`src/rtl/rtc_bus_pkg.sv`:
```
// Shared types and timing constants for the RTC bus sequencer.
package rtc_bus_pkg;

    typedef enum logic [2:0] {
        IDLE    = 3'd0,
        ADDR    = 3'd1,
        DATA_WR = 3'd2,
        DATA_RD = 3'd3,
        RECOV   = 3'd4
    } state_e;

    typedef enum logic {
        OP_RD = 1'b0,
        OP_WR = 1'b1
    } op_e;

    localparam int STROBE_START      = 4;
    localparam int STROBE_END_MARGIN = 4;
    localparam int RECOV_LEN         = 4;

    // True when a phase counter value lies in the strobe window of a phase
    // that is phase_len cycles long.
    function automatic logic in_window(input logic [4:0] c, input int phase_len);
        return (int'(c) >= STROBE_START) &&
               (int'(c) <= phase_len - 1 - STROBE_END_MARGIN);
    endfunction

endpackage

```
`src/rtl/rtc_phase_counter.sv`:
```
// 5-bit phase timer: clears on request, counts up while enabled and holds
// once it reaches the limit, flagging that final cycle with last.
module rtc_phase_counter (
    input  logic       clk,
    input  logic       rst,
    input  logic       clr,
    input  logic       en,
    input  logic [4:0] limit,
    output logic [4:0] cnt,
    output logic       last
);

    assign last = (cnt == limit);

    // Clear has priority over counting; the count never runs past the limit.
    always_ff @(posedge clk) begin
        if (rst) begin
            cnt <= 5'd0;
        end else if (clr) begin
            cnt <= 5'd0;
        end else if (en && (cnt < limit)) begin
            cnt <= cnt + 5'd1;
        end
    end

endmodule

```
`src/rtl/rtc_bus_sequencer.sv`:
```
// Sequencer for the multiplexed RTC address/data bus. Each request runs an
// address phase, a write or read data phase and a short recovery gap; a
// write+read request pair chains a read-back of the same address.
// PHASE_LEN must stay within 12..31 and RD_SAMPLE inside the strobe window.
module rtc_bus_sequencer
    import rtc_bus_pkg::*;
#(
    parameter int PHASE_LEN = 24,
    parameter int RD_SAMPLE = 18
) (
    input  logic       clk,
    input  logic       rst,
    input  logic       req_wr,
    input  logic       req_rd,
    input  logic [7:0] addr,
    input  logic [7:0] wdata,
    input  logic [7:0] ad_in,
    output logic [7:0] ad_out,
    output logic       ad_oe,
    output logic       a_d,
    output logic       cs_n,
    output logic       rd_n,
    output logic       wr_n,
    output logic [7:0] rdata,
    output logic       busy,
    output logic       done
);

    localparam logic [4:0] PHASE_LAST = 5'(PHASE_LEN - 1);
    localparam logic [4:0] RECOV_LAST = 5'(RECOV_LEN - 1);
    localparam logic [4:0] SAMPLE_AT  = 5'(RD_SAMPLE);

    state_e     state;
    op_e        op;
    logic       rd_pending;
    logic [7:0] lat_addr;
    logic [7:0] lat_wdata;

    logic [4:0] cnt;
    logic [4:0] cnt_limit;
    logic       cnt_last;
    logic       cnt_clr;
    logic       win_next;

    // The counter restarts whenever the state is about to change (or idles);
    // win_next predicts whether the coming cycle is inside the strobe window
    // so the registered strobes line up exactly with the counter.
    always_comb begin
        cnt_limit = (state == RECOV) ? RECOV_LAST : PHASE_LAST;
        cnt_clr   = (state == IDLE) || cnt_last;
        win_next  = !cnt_clr && in_window(cnt + 5'd1, PHASE_LEN);
    end

    rtc_phase_counter u_phase_counter (
        .clk   (clk),
        .rst   (rst),
        .clr   (cnt_clr),
        .en    (1'b1),
        .limit (cnt_limit),
        .cnt   (cnt),
        .last  (cnt_last)
    );

    // Bus FSM with every pad-facing output registered alongside the state.
    always_ff @(posedge clk) begin
        if (rst) begin
            state      <= IDLE;
            op         <= OP_RD;
            rd_pending <= 1'b0;
            lat_addr   <= 8'd0;
            lat_wdata  <= 8'd0;
            ad_out     <= 8'd0;
            ad_oe      <= 1'b0;
            a_d        <= 1'b1;
            cs_n       <= 1'b1;
            rd_n       <= 1'b1;
            wr_n       <= 1'b1;
            rdata      <= 8'd0;
            busy       <= 1'b0;
            done       <= 1'b0;
        end else begin
            done <= 1'b0;
            cs_n <= 1'b1;
            rd_n <= 1'b1;
            wr_n <= 1'b1;
            case (state)
                IDLE: begin
                    if (req_wr || req_rd) begin
                        lat_addr   <= addr;
                        lat_wdata  <= wdata;
                        op         <= req_wr ? OP_WR : OP_RD;
                        rd_pending <= req_wr && req_rd;
                        state      <= ADDR;
                        busy       <= 1'b1;
                        a_d        <= 1'b0;
                        ad_oe      <= 1'b1;
                        ad_out     <= addr;
                    end
                end
                ADDR: begin
                    cs_n <= !win_next;
                    wr_n <= !win_next;
                    if (cnt_last) begin
                        a_d <= 1'b1;
                        if (op == OP_WR) begin
                            state  <= DATA_WR;
                            ad_oe  <= 1'b1;
                            ad_out <= lat_wdata;
                        end else begin
                            state  <= DATA_RD;
                            ad_oe  <= 1'b0;
                            ad_out <= 8'd0;
                        end
                    end
                end
                DATA_WR: begin
                    cs_n <= !win_next;
                    wr_n <= !win_next;
                    if (cnt_last) begin
                        state  <= RECOV;
                        ad_oe  <= 1'b0;
                        ad_out <= 8'd0;
                    end
                end
                DATA_RD: begin
                    cs_n <= !win_next;
                    rd_n <= !win_next;
                    if (cnt == SAMPLE_AT) begin
                        rdata <= ad_in;
                    end
                    if (cnt_last) begin
                        state <= RECOV;
                    end
                end
                RECOV: begin
                    if (cnt_last) begin
                        done <= 1'b1;
                        if (rd_pending) begin
                            rd_pending <= 1'b0;
                            op         <= OP_RD;
                            state      <= ADDR;
                            a_d        <= 1'b0;
                            ad_oe      <= 1'b1;
                            ad_out     <= lat_addr;
                        end else begin
                            state <= IDLE;
                            busy  <= 1'b0;
                        end
                    end
                end
                default: begin
                    state <= IDLE;
                end
            endcase
        end
    end

endmodule

```
`config.mk`:
```
export PLATFORM = sky130hd
export DESIGN_NAME = rtc_bus_sequencer
export DESIGN_NICKNAME = d
export VERILOG_FILES = /design/src/rtl/rtc_bus_pkg.sv /design/src/rtl/rtc_phase_counter.sv /design/src/rtl/rtc_bus_sequencer.sv
export SDC_FILE = /design/constraint.sdc
export NUM_CORES = 1
export LEC_CHECK = 0
export CAP_MARGIN = 20
export CORE_ASPECT_RATIO = 1.4
export CORE_MARGIN = 2
export CORE_UTILIZATION = 54
export CTS_CLUSTER_DIAMETER = 200
export DETAILED_ROUTE_END_ITERATION = 8
export PLACE_DENSITY = 0.81
export SLEW_MARGIN = 20
export SYNTH_ARGS = -nofsm -noshare
export SYNTH_HDL_FRONTEND = slang
export SYNTH_HIERARCHICAL = 1
export SYNTH_SLANG_ARGS = --single-unit
```
`constraint.sdc`:
```
create_clock -name clk -period 5.63 [get_ports clk]
set_input_delay 0.8445 -clock clk [delete_from_list [all_inputs] [get_ports clk]]
set_output_delay 0.8445 -clock clk [all_outputs]
set_load 0.02 [all_outputs]
```
==> impl_metrics.csv <==
group,metric,value,unit
status,status,"finished, final reports clean",
logic_synthesis,synth_edf_count,0,
worst_setup_path,crit_path_frequent_cell,"nand2_1",
global_route,grt-ovfl-total,0,
timing,rsz0062_at_grt,"false",
logic_synthesis,ys_top_cells_by_count,"dfxtp_1, nand2_1, a21oi_1",
drt,first_pass_iters,4,
cells_and_area,layout.nets,352,
drt,wl_per_cell,15.3,microns
clock_tree,htree_levels,2,
worst_setup_path,path_cells,"nor2_2, nand2_1, inv_1, ha_1, nand2_1, nor2_1, and2b_1, o21ai_1, and2_1, a211oi_1",
run,maxCapViolCount,0,
timing,drv_slew,0,
worst_setup_path,cp_data_required_time,5.80,ns
worst_setup_path,crit_arrival,3.79,ns
logic_synthesis,avgSynthCellArea,8.73,sq um
worst_setup_path,crit_type,"register to register",
logic_synthesis,ys_ff_latch,49,
timing,skew,0.00481,ns
worst_setup_path,cp_slowest_cell,"dfxtp_1",
pwr,p_leak,1.10,nW
logic_synthesis,ys_types,48,
logic_synthesis,yosysWarnings,6,
placement,dp_hpwl,3890,microns
global_route,grt_antenna_before_repair,0,
drt,via_per_inst,5.84,
timing,fmax,276,MHz
logic_synthesis,synth_top_area_cell,"dfxtp_1",
drt,ant_nets,0,
die,dieHeight,82.3,microns
logic_synthesis,async_reset_ff_share,0,%
cells_and_area,drive_gt1_share,7.28,%
clock_tree,cts_root_buf,"clkbuf_8",
clock_tree,cts_tree,"built",
logic_synthesis,ys_dominant_reg_cell,"dfxtp_1",
die,die_area,4930,sq um
clock_tree,cts_setup_buffers,0,
clock_tree,worstSkewPairLatency,0.30,ns
cells_and_area,syn_to_final_growth,25.2,%
timing,finalHoldViolations,0,
timing,hold_ws,0.454,ns
clock_tree,cts_hold_buf,0,
timing,min_period_over_period,64.2,%
cells_and_area,fin_util,70.4,%
cells_and_area,num_antenna_cells,0,
timing,finalSetupTns,0,ns
worst_setup_path,setup.worst_path.start_class,"register",
clock_tree,clk_pin_slew_worst_paths,0.09,ns
placement,placed_area,2850,sq um
placement,port_buffers,50,
die,coreArea,4200,sq um
logic_synthesis,yosysMostFrequentCell,"dfxtp_1",
drt,drcViolationCount,0,
die,fp-row-count,28,
die,start_util,56.3,%
clock_tree,cts_sinks,49,
timing,worst_pin_slew,0.802,ns
pwr,vdd_drop_max,0.000176,V
cells_and_area,postLayoutCellArea,2960,sq um
global_route,grt_max_degree,45,
die,die_w,59.9,microns
die,num_io_pins,51,
drt,dr_total_vias,2110,
worst_setup_path,worst-path-max-fanout,22,
timing,slew-limit-headroom,46.5,%
clock_tree,numCtsBuffers,5,
global_route,grt_pass1_vias,1945,
pwr,power,0.728,mW
logic_synthesis,seq_area_frac_synth,41.5,%
logic_synthesis,yosysTopAreaCellShare,41.5,%
clock_tree,cts.repair.resized,0,
pwr,p_per_area,246,nW/um^2
global_route,grt_use_total,24.0,%
timing,min_period,3.62,ns
logic_synthesis,synth_cells,271,
worst_hold_path,min_path_type,"register to register",
logic_synthesis,syn_area,2360,sq um
worst_setup_path,slowest_delay,0.85,ns
placement,gp_congestion,0.813,
logic_synthesis,netlist_top_cells_area,"dfxtp_1, a21oi_1, nand2_1, ha_1, mux2i_1",
global_route,grt_pass1_wl,9040,microns
drt,drt-initial-drc-count,95,
drt,drt-total-wl,5530,microns
worst_setup_path,cp-end-kind,"register",
clock_tree,cts.path.max_buffers,2,
timing,setup_viol,0,
[power by group]
| group | total, mW | switching [mW] | internal, mW | leakage, nW |
|---|---|---|---|---|
| clock | 0.243 | 0.114 | 0.129 | 0.0540 |
| combinational | 0.108 | 0.0554 | 0.0525 | 0.642 |
| sequential | 0.377 | 0.0139 | 0.363 | 0.401 |
[layer usage]
| layer | routed length, microns | track usage (%) | part of all wire (%) | vias up |
|---|---|---|---|---|
| met5 | 0 | 0 | 0 | - |
| met4 | 125 | 7.33 | 2.3 | 0 |
| met3 | 167 | 3.74 | 3.0 | 10 |
| met2 | 2940 | 41.2 | 53 | 53 |
| met1 | 2300 | 30.5 | 42 | 988 |
| li1 | - | - | - | 1059 |
[worst max-delay path: cells and delay by family, from the launching register on]
| kind | cells | cell delay [ns] |
|---|---|---|
| compound gates | 2 | 0.76 |
| fa+ha+maj | 1 | 0.30 |
| buf+inv | 1 | 0.06 |
| flops | 1 | 0.85 |
| simple gates | 6 | 1.50 |
[per-stage QoR]
stage                     setup slack [ns]  std cells
after CTS                             2.05        361
after global routing                  1.70        361
after floorplan                       3.08        276
final                                 2.01        361
after detailed placement              2.08        354
after global placement                2.23        354
[final timing paths]
check                              start   endpoint  slack (ns)  cells after the start
worst max register to register  state[0]  ad_out[2]        2.01                     10
worst min-delay path                 a_d        a_d        0.45                      2
worst min register to register       a_d        a_d        0.45                      2
worst max-delay path            state[0]  ad_out[2]        2.01                     10
[flip-flops by register name, indices dropped and copies added (netlist names)]
register,count
lat_addr,8
u_phase_counter/cnt,5
rdata,8
a_d,1
lat_wdata,8
state,3
ad_oe,1
cs_n,1
rd_pending,1
ad_out,8
busy,1
done,1
rd_n,1
op,1
wr_n,1
[cell usage in the layout (no fill, tap or decap), types with 2 or more instances in the layout]
| cell type | n |
|---|---|
| or3b_2 | 2 |
| nand3_1 | 5 |
| a211oi_1 | 8 |
| clkdlybuf4s50_1 | 50 |
| and2b_1 | 3 |
| clkbuf_8 | 5 |
| nor3_1 | 4 |
| nor2b_1 | 4 |
| a21oi_1 | 36 |
| dfxtp_1 | 49 |
| mux2i_1 | 9 |
| a211oi_2 | 2 |
| or4_1 | 3 |
| a22oi_1 | 8 |
| nand2b_1 | 3 |
| ha_1 | 8 |
| o21ai_0 | 2 |
| nand4_1 | 4 |
| nand2_1 | 39 |
| a31oi_1 | 2 |
| inv_1 | 7 |
| nand4b_1 | 2 |
| o31ai_1 | 6 |
| a32o_1 | 7 |
| nor2_1 | 16 |
| or2_2 | 4 |
| conb_1 | 7 |
[kinds of logic (layout without fill, tap and decap cells)]
| logic type | Yosys count | after routing | share of synthesized area, % |
|---|---|---|---|
| xor gates and xnor gates | 1 | 1 | 0.370 |
| buffers and inverters | 25 | 65 | 5.34 |
| other | 2 | 7 | 0.318 |
| muxes | 10 | 10 | 4.39 |
| DFF | 49 | 49 | 41.5 |
| and+or+nand+nor | 95 | 95 | 20.3 |
| AOI/OAI and AO/OA | 81 | 81 | 23.6 |
| adders and majority gates | 8 | 8 | 4.23 |
[layout make-up]
| class | count | area [sq um] |
|---|---|---|
| inverters | 7 | 26.3 |
| well taps | 45 | 56.3 |
| fillers | 367 | 1240 |
| repair buffers | 51 | 508 |
| clock inverters | 2 | 35.0 |
| clock buffers | 5 | 68.8 |
| multi-input cells | 202 | 1280 |
| flip-flops and latches | 49 | 981 |
Power figures use the tool's default switching activity.
